<file path="src/rtl/crc_pkg.sv">
// Shared constants and FSM state encoding for the CRC receive-path arbiter.
package crc_pkg;

    localparam int unsigned BW_DEF     = 4;
    localparam int unsigned CRC_BW_DEF = 3;
    localparam logic [3:0]  CRC3_DIVISOR = 4'b1011;

    typedef enum logic [1:0] {
        IDLE   = 2'd0,
        CHECK  = 2'd1,
        REPORT = 2'd2
    } state_t;

endpackage

</file>
<file path="src/rtl/crc_syndrome.sv">
// Combinational GF(2) long division: remainder of a codeword modulo DIVISOR.
module crc_syndrome #(
    parameter int unsigned     BW      = 4,
    parameter int unsigned     CRC_BW  = 3,
    parameter logic [CRC_BW:0] DIVISOR = 4'b1011
) (
    input  logic [BW+CRC_BW-1:0] word,
    output logic [CRC_BW-1:0]    syndrome
);

    localparam int unsigned W = BW + CRC_BW;
    // Divisor aligned under the codeword MSB; the remainder shifts up into place.
    localparam logic [W-1:0] DIV_ALIGNED = W'({DIVISOR, {(BW-1){1'b0}}});

    logic [W-1:0] rem;

    always_comb begin
        rem = word;
        for (int unsigned k = 0; k < BW; k++) begin
            if (rem[W-1]) begin
                rem = rem ^ DIV_ALIGNED;
            end
            rem = rem << 1;
        end
        syndrome = rem[W-1 -: CRC_BW];
    end

endmodule

</file>
<file path="src/rtl/crc_rx_arbiter.sv">
// Round-robin arbiter sharing one CRC syndrome checker between N_REQ sources,
// with per-source consecutive-error fault tracking and a saturating error count.
module crc_rx_arbiter
    import crc_pkg::*;
#(
    parameter int unsigned     BW        = BW_DEF,
    parameter int unsigned     CRC_BW    = CRC_BW_DEF,
    parameter logic [CRC_BW:0] DIVISOR   = CRC3_DIVISOR,
    parameter int unsigned     N_REQ     = 2,
    parameter int unsigned     MAX_RETRY = 3,
    parameter int unsigned     CNT_W     = 8
) (
    input  logic                         clk,
    input  logic                         rst,
    input  logic [N_REQ-1:0]             req_valid,
    input  logic [N_REQ*(BW+CRC_BW)-1:0] req_word,
    output logic [N_REQ-1:0]             req_ready,
    output logic                         out_valid,
    output logic [BW-1:0]                out_data,
    output logic [$clog2(N_REQ)-1:0]     out_src,
    output logic                         out_err,
    output logic [N_REQ-1:0]             nack,
    output logic [N_REQ-1:0]             fault,
    output logic [CNT_W-1:0]             err_cnt
);

    localparam int unsigned W       = BW + CRC_BW;
    localparam int unsigned SRC_W   = $clog2(N_REQ);
    localparam int unsigned RETRY_W = 4;

    state_t             state_q, state_d;
    logic [SRC_W-1:0]   ptr, src_q, grant_idx, cand;
    logic               grant_found, take, err_q;
    logic [W-1:0]       word_q;
    logic [W-1:0]       words [N_REQ];
    logic [N_REQ-1:0]   eligible;
    logic [CRC_BW-1:0]  syndrome;
    logic [RETRY_W-1:0] retry [N_REQ];
    logic [RETRY_W-1:0] retry_inc;

    for (genvar g = 0; g < N_REQ; g++) begin : g_unpack
        assign words[g] = req_word[g*W +: W];
    end

    assign eligible  = req_valid & ~fault;
    assign retry_inc = retry[src_q] + RETRY_W'(1);

    // First eligible source at or after the round-robin pointer, wrapping.
    always_comb begin
        grant_found = 1'b0;
        grant_idx   = '0;
        cand        = '0;
        for (int unsigned k = 0; k < N_REQ; k++) begin
            cand = SRC_W'((32'(ptr) + k) % N_REQ);
            if (!grant_found && eligible[cand]) begin
                grant_found = 1'b1;
                grant_idx   = cand;
            end
        end
    end

    always_ff @(posedge clk) begin
        if (rst) begin
            state_q <= IDLE;
        end else begin
            state_q <= state_d;
        end
    end

    always_comb begin
        state_d   = state_q;
        req_ready = '0;
        take      = 1'b0;
        case (state_q)
            IDLE: begin
                if (grant_found && !rst) begin
                    req_ready[grant_idx] = 1'b1;
                    take                 = 1'b1;
                    state_d              = CHECK;
                end
            end
            CHECK:   state_d = REPORT;
            REPORT:  state_d = IDLE;
            default: state_d = IDLE;
        endcase
    end

    crc_syndrome #(
        .BW      (BW),
        .CRC_BW  (CRC_BW),
        .DIVISOR (DIVISOR)
    ) u_syndrome (
        .word     (word_q),
        .syndrome (syndrome)
    );

    // Result, fault and counter registers all update on the edge that leaves REPORT.
    always_ff @(posedge clk) begin
        if (rst) begin
            ptr       <= '0;
            src_q     <= '0;
            word_q    <= '0;
            err_q     <= 1'b0;
            out_valid <= 1'b0;
            out_data  <= '0;
            out_src   <= '0;
            out_err   <= 1'b0;
            nack      <= '0;
            fault     <= '0;
            err_cnt   <= '0;
            for (int unsigned i = 0; i < N_REQ; i++) begin
                retry[i] <= '0;
            end
        end else begin
            out_valid <= 1'b0;
            nack      <= '0;
            if (take) begin
                word_q <= words[grant_idx];
                src_q  <= grant_idx;
                ptr    <= SRC_W'((32'(grant_idx) + 32'd1) % N_REQ);
            end
            if (state_q == CHECK) begin
                err_q <= |syndrome;
            end
            if (state_q == REPORT) begin
                out_valid <= 1'b1;
                out_src   <= src_q;
                out_err   <= err_q;
                out_data  <= err_q ? '0 : word_q[W-1 -: BW];
                if (err_q) begin
                    nack[src_q] <= 1'b1;
                    if (err_cnt != '1) begin
                        err_cnt <= err_cnt + CNT_W'(1);
                    end
                    if (retry[src_q] != '1) begin
                        retry[src_q] <= retry_inc;
                    end
                    if (retry_inc >= RETRY_W'(MAX_RETRY)) begin
                        fault[src_q] <= 1'b1;
                    end
                end else begin
                    retry[src_q] <= '0;
                end
            end
        end
    end

endmodule

</file>
<file path="config.mk">
export PLATFORM = sky130hd
export DESIGN_NAME = crc_rx_arbiter
export DESIGN_NICKNAME = d
export VERILOG_FILES = /design/src/rtl/crc_pkg.sv /design/src/rtl/crc_syndrome.sv /design/src/rtl/crc_rx_arbiter.sv
export SDC_FILE = /design/constraint.sdc
export NUM_CORES = 1
export LEC_CHECK = 0
export BUFFER_PORTS_ARGS = -buffer_cell sky130_fd_sc_hd__clkbuf_2
export CAP_MARGIN = 20
export CORE_MARGIN = 8
export CORE_UTILIZATION = 45
export CTS_CLUSTER_SIZE = 16
export DETAILED_ROUTE_END_ITERATION = 10
export GPL_TIMING_DRIVEN = 1
export PLACE_DENSITY = 0.68
export SLEW_MARGIN = 15
export SYNTH_ARGS = -nofsm -noshare
export SYNTH_HDL_FRONTEND = slang
export SYNTH_SLANG_ARGS = --single-unit
</file>
<file path="constraint.sdc">
create_clock -name clk -period 4.9 [get_ports clk]
set_input_delay 1.47 -clock clk [delete_from_list [all_inputs] [get_ports clk]]
set_output_delay 1.47 -clock clk [all_outputs]
set_load 0.005 [all_outputs]
</file>
==> run metrics, run 1 <==
outcome finished clean; Slew HR 67.7%; Post-synth EDFFs 8; pins over their slew limit 0; post-cts sizing count 0; worst-margin pin slew 0.485 ns; GRT overflow 0; min Tclk post-route 3.97 ns; number of max-cap violations 0; DIE AREA 0.00635 mm2; global placement routability congestion 0.783; Avg WL per Cell 12.6 um; CP Buf/Inv Count 2; CP top delay family simple AND/OR/NAND/NOR gates; postcts setup bufs 0; I/O pins 39; Worst-Skew Late Latency 0.28 ns; top sig layer met4; met3 WL 262 um; initial antenna violation count 0; Peak VDD IR 0.139 mV; site row count 23; ys async rst share 0%; HP Class register to register; largest net degree at the start of global routing 28; Seq/Total Area, Yosys 48.3%; number of diodes 0; Port Buffers 38; most common cell in the netlist dfxtp_1; Worst setup SP type input port; DP HPWL 2790 um; Worst Skew 0.00566 ns; final non-filler cell total 285; area leader, netlist dfxtp_1; vias per std cell 5.19; root buf cell clkbuf_8; Worst-path clk slew 0.07 ns; Synth area leaders dfxtp_1 35%, edfxtp_1 13%, nand2_1 4.7%, nor2_1 4.7%, a22oi_1 2.9%; final-layout fill cell count 373; layout cells sized above 1 23.4%; pwr dens 310 mW/mm2; #FFs+latches synth 40; final hold viol count 0; clock sinks 40; crit path max-delay cell type or3_1; routed wl met2 1470 um; synth unique cells 40; Core Area 0.00394 mm2; cell mode on critical path clkbuf_2; final core occ 54.4%; Mapped Nets 216; global-route wire length before repair 6220 um; predominant post-synthesis flop cell dfxtp_1; final net count 255; clk buf depth 2; chip height 79.7 um; leakage 0.876 nW; Die X 79.7 um; Post-route DRC 0; CP Cell Sequence clkbuf_2 > or3_1 > a21oi_2 > nor2b_1 > clkbuf_2; setup TNS 0 ns; DRT iter0 DRCs 72; WL final 3590 um; Fmax 252 MHz; Placed Cells 277; Critical Path Fanout Max 8; Initial Util 46.3%; CP max stage delay 0.42 ns; vias in the first global route 1450; kind of critical path input port to output pin; final setup fails 0; metal1 wirelength 1780 um; multi-input logic area 887 um2; Synth top area share 35.1%; CTS tree yes; R2R setup slack 3.04 ns; critical path data arrival time 2.50 ns; hold_buf cts 0; Register Area 881 um2; CP endpoint kind output pin; Syn Area/Cell 9.36 um2; unrepaired setup endpoints after global routing false; CP required 3.43 ns; Syn Inst Count 195; Post-synth top cells 32 x dfxtp_1, 23 x nand2_1, 23 x nor2_1; CTS Buf Count 5; first-pass detailed-route iteration total 4; Total GRT Usage 12.0%; Routed Antenna Nets 0; H-tree depth 2; Layout area overhead 17.6%; YS warnings 0; via count 1480; area of the mapped netlist 0.00182 mm2; Final period util 81.0%; Total Power 665 uW
[cells by family (layout without fill, tap and decap cells)]
kind of cell	count (synthesis)	after routing	synth area share, %
fa+ha+maj	3	3	2.06
mux	8	8	5.21
flops	40	40	48.3
simple gates	78	78	20.9
xor+xnor	10	10	4.80
buf+inv	14	54	3.09
compound gates	42	42	15.7
[layout make-up]
class,count,area share (%)
Multi-Input combinational cell,141,41.4
Sequential cell,40,41.1
Timing Repair Buffer,39,9.22
Clock buffer,8,4.20
Tap cell,50,2.92
Inverter,7,1.23
[state kept, by name, summed over array words and instances (netlist names), 2 cells and up, named ones only]
register / cells
word_q: 7
state_q: 2
nack: 2
out_data: 4
err_cnt: 8
fault: 2
retry: 8
[layout by cell type, fill, tap and decap left out, types with 2 or more instances in the layout]
cell type	n
clkbuf_2	38
dfxtp_1	32
nand2_1	23
nor2_1	23
a21oi_1	9
o21ai_0	8
edfxtp_1	8
inv_1	7
a22oi_1	7
nand2b_1	6
nor2b_1	6
xor2_1	6
o22ai_1	6
clkbuf_8	6
nand3_1	5
mux2i_1	5
xnor2_1	4
and3b_1	3
nor3_1	3
ha_1	3
mux2_2	2
a31o_2	2
and4_1	2
nand3b_1	2
and3_1	2
clkbuf_1	2
[metal layers]
layer	up-vias	global-route usage, %
met3	8	4.17
met5	-	0
li1	767	-
met2	48	18.4
met1	657	14.8
met4	0	5.56
[final timing paths]
path / from / end / cells past startpoint
max: rst / req_ready[0] / 5
max reg2reg: register / fault[0] / 4
min reg2reg: out_data[0] / out_data[0] / 2
min: out_data[0] / out_data[0] / 2
[report_power, final]
part	leakage (nW)	switching, mW	internal, mW
logic	0.487	0.0424	0.0384
registers	0.343	0.0165	0.351
clock network	0.0455	0.102	0.115
[per-stage QoR]
stage               hold slack (ns)  worst slack (ns)  instance area [um2]
floorplan                     0.433              1.03                 1820
global placement              0.443             0.963                 2050
detailed placement            0.444             0.916                 2050
CTS                           0.453             0.901                 2140
global route                  0.484             0.803                 2140
finish                        0.452             0.932                 2140
[worst register-to-register path, delay by kind of cell (launching register included)]
family,cells,cell delay (ns)
flops,1,0.50
compound gates,2,0.61
fa+ha+maj,1,0.22
mux,1,0.40
No activity file was read; power rests on OpenSTA's default activity.
==> run 2, diff against run 1 <==
--- a/config.mk
+++ b/config.mk
@@ -12,7 +12,7 @@
 export CTS_CLUSTER_SIZE = 16
 export DETAILED_ROUTE_END_ITERATION = 10
 export GPL_TIMING_DRIVEN = 1
-export PLACE_DENSITY = 0.68
+export PLACE_DENSITY = 0.71
 export SLEW_MARGIN = 15
 export SYNTH_ARGS = -nofsm -noshare
 export SYNTH_HDL_FRONTEND = slang
==> constraint.sdc (replaced) <==
create_clock -name clk -period 3.3 [get_ports clk]
set_input_delay 0.99 -clock clk [delete_from_list [all_inputs] [get_ports clk]]
set_output_delay 0.99 -clock clk [all_outputs]
set_load 0.005 [all_outputs]
==> run metrics, run 2 (synthesis results as in run 1) <==
outcome finished clean (unchanged); Total GRT Usage 12.8% (was 12.0%); Final period util 90.9%; vias in the first global route 1461 (was 1450); root buf cell clkbuf_8 (unchanged); final net count 255 (unchanged); layout cells sized above 1 23.0% (was 23.4%); DRT iter0 DRCs 47 (was 72); number of diodes 0 (unchanged); H-tree depth 2 (unchanged); Critical Path Fanout Max 8 (unchanged); crit path max-delay cell type or3_1 (unchanged); unrepaired setup endpoints after global routing false (unchanged); commonest non-fill, non-tap cells in the layout 38 x clkbuf_2, 32 x dfxtp_1, 23 x nand2_1, 23 x nor2_1, 9 x a21oi_1 (unchanged); hold_buf cts 0 (unchanged); vias per std cell 5.17 (was 5.19); Core Area 0.00394 mm2 (unchanged); via count 1473 (was 1480); Worst setup SP type input port (unchanged); clock sinks 40 (unchanged); setup TNS 0 ns (unchanged); Worst-path clk slew 0.07 ns (about the same); Psw 239 uW (was 161 uW); Avg WL per Cell 13.0 um (was 12.6 um); hold slack 0.450 ns (was 0.452 ns); Die X 79.7 um (unchanged); final setup fails 0 (unchanged); HP Class register to register (unchanged); Initial Util 46.3% (unchanged); global-route wire length before repair 6580 um (was 6220 um); CTS tree yes (unchanged); Post-route DRC 0 (unchanged); pwr dens 452 mW/mm2 (was 310 mW/mm2); Register Area 881 um2 (unchanged); number of max-cap violations 0 (unchanged); Fmax 333 MHz; leakage 0.870 nW (was 0.876 nW); worst slack at placement 0.298 ns (was 0.916 ns); I/O pins 39 (unchanged); Worst-Skew Late Latency 0.28 ns (about the same); WL final 3710 um (was 3590 um); pins over their slew limit 0 (unchanged); CTS Buf Count 5 (unchanged); Total Power 965 uW (was 665 uW); final core occ 54.1% (was 54.4%); Placed Area 0.00205 mm2 (unchanged); multi-input logic area 887 um2 (unchanged); Worst Skew 0.00581 ns (was 0.00566 ns); Design Area, Final 0.00213 mm2 (was 0.00214 mm2); largest net degree at the start of global routing 28 (unchanged); initial antenna violation count 0 (unchanged); chip height 79.7 um (unchanged); clk buf depth 2 (unchanged); worst-margin pin slew 0.474 ns (was 0.485 ns); critical path data arrival time 2.01 ns (was 2.50 ns); Placed Cells 277 (unchanged); Switching Fraction 24.8% (was 24.2%); kind of critical path input port to output pin (unchanged); final hold viol count 0 (unchanged); Peak VDD IR 0.214 mV (was 0.139 mV); GRT overflow 0 (unchanged); final-layout fill cell count 364 (was 373); CP required 2.31 ns (was 3.43 ns); CP top delay family simple AND/OR/NAND/NOR gates (unchanged); min Tclk post-route 3.00 ns; CP max stage delay 0.42 ns (about the same); Layout area overhead 17.0% (was 17.6%); Slew HR 68.4% (was 67.7%); DP HPWL 2900 um (was 2790 um); first-pass detailed-route iteration total 4 (unchanged); cell mode on critical path clkbuf_2 (unchanged); DIE AREA 0.00635 mm2 (unchanged); most common cell after layout, fill and taps aside clkbuf_2 (unchanged); Routed Antenna Nets 0 (unchanged); CP endpoint kind output pin (unchanged); final non-filler cell total 285 (unchanged); CP Cell Sequence clkbuf_2 > or3_1 > a21oi_2 > nand2_1 > inv_1 > clkbuf_2 (was clkbuf_2 > or3_1 > a21oi_2 > nor2b_1 > clkbuf_2); Final WS setup 0.300 ns (was 0.932 ns); postcts setup bufs 0 (unchanged); clock power share 30.9% (was 32.6%); site row count 23 (unchanged); Port Buffers 38 (unchanged); Gate power share 12.4% (was 12.1%); Flop pwr share 56.7% (was 55.3%); global placement routability congestion 0.842 (was 0.783); internal power 726 uW (was 504 uW); CP Buf/Inv Count 3 (was 2); post-cts sizing count 0 (unchanged); biggest regs err_cnt (8), retry (8), word_q (7) (unchanged)
run 2: cell count changes in the layout (fill, tap and decap cells not counted):
cell      change
clkinv_1      +1
clkbuf_8      -1
run 2: worst paths after layout:
| kind | startpoint | end | slack [ns] | depth (start not counted) |
|---|---|---|---|---|
| max reg2reg | register | fault[0] | 1.43 | 4 |
| max | rst | req_ready[1] | 0.30 | 6 |
| min | out_data[0] | out_data[0] | 0.45 | 2 |
| min reg2reg | out_data[0] | out_data[0] | 0.45 | 2 |
run 2: layout make-up:
class / count / share of cell area (%)
flip-flops and latches: 40 / 41.3
repair buffers: 39 / 9.26
clock inverters: 1 / 0.176
inverters: 7 / 1.23
clock buffers: 7 / 3.58
well taps: 50 / 2.93
multi-input cells: 141 / 41.6
run 2: routing by layer:
metal  vias up  GRT usage (%)  wire length [um]
met5         -              0                 0
met4         0           5.37                15
met3         2           4.73               265
met2        43           19.2              1590
met1       659           16.1              1840
li1        769              -                 -
run 2: tightest hold or removal path, stage by stage (launching register included):
cell	delay (ns)
dfxtp_1	0.31
nand2_1	0.05
a21oi_1	0.05
run 2: power by group through the flow:
stage | registers, mW | clock network [mW] | logic, mW
floorplan | 0.547 | 0 | 0.0970
global placement | 0.557 | 0 | 0.118
detailed placement | 0.559 | 0 | 0.120
CTS | 0.547 | 0.309 | 0.121
global route | 0.551 | 0.331 | 0.138
finish | 0.547 | 0.298 | 0.120
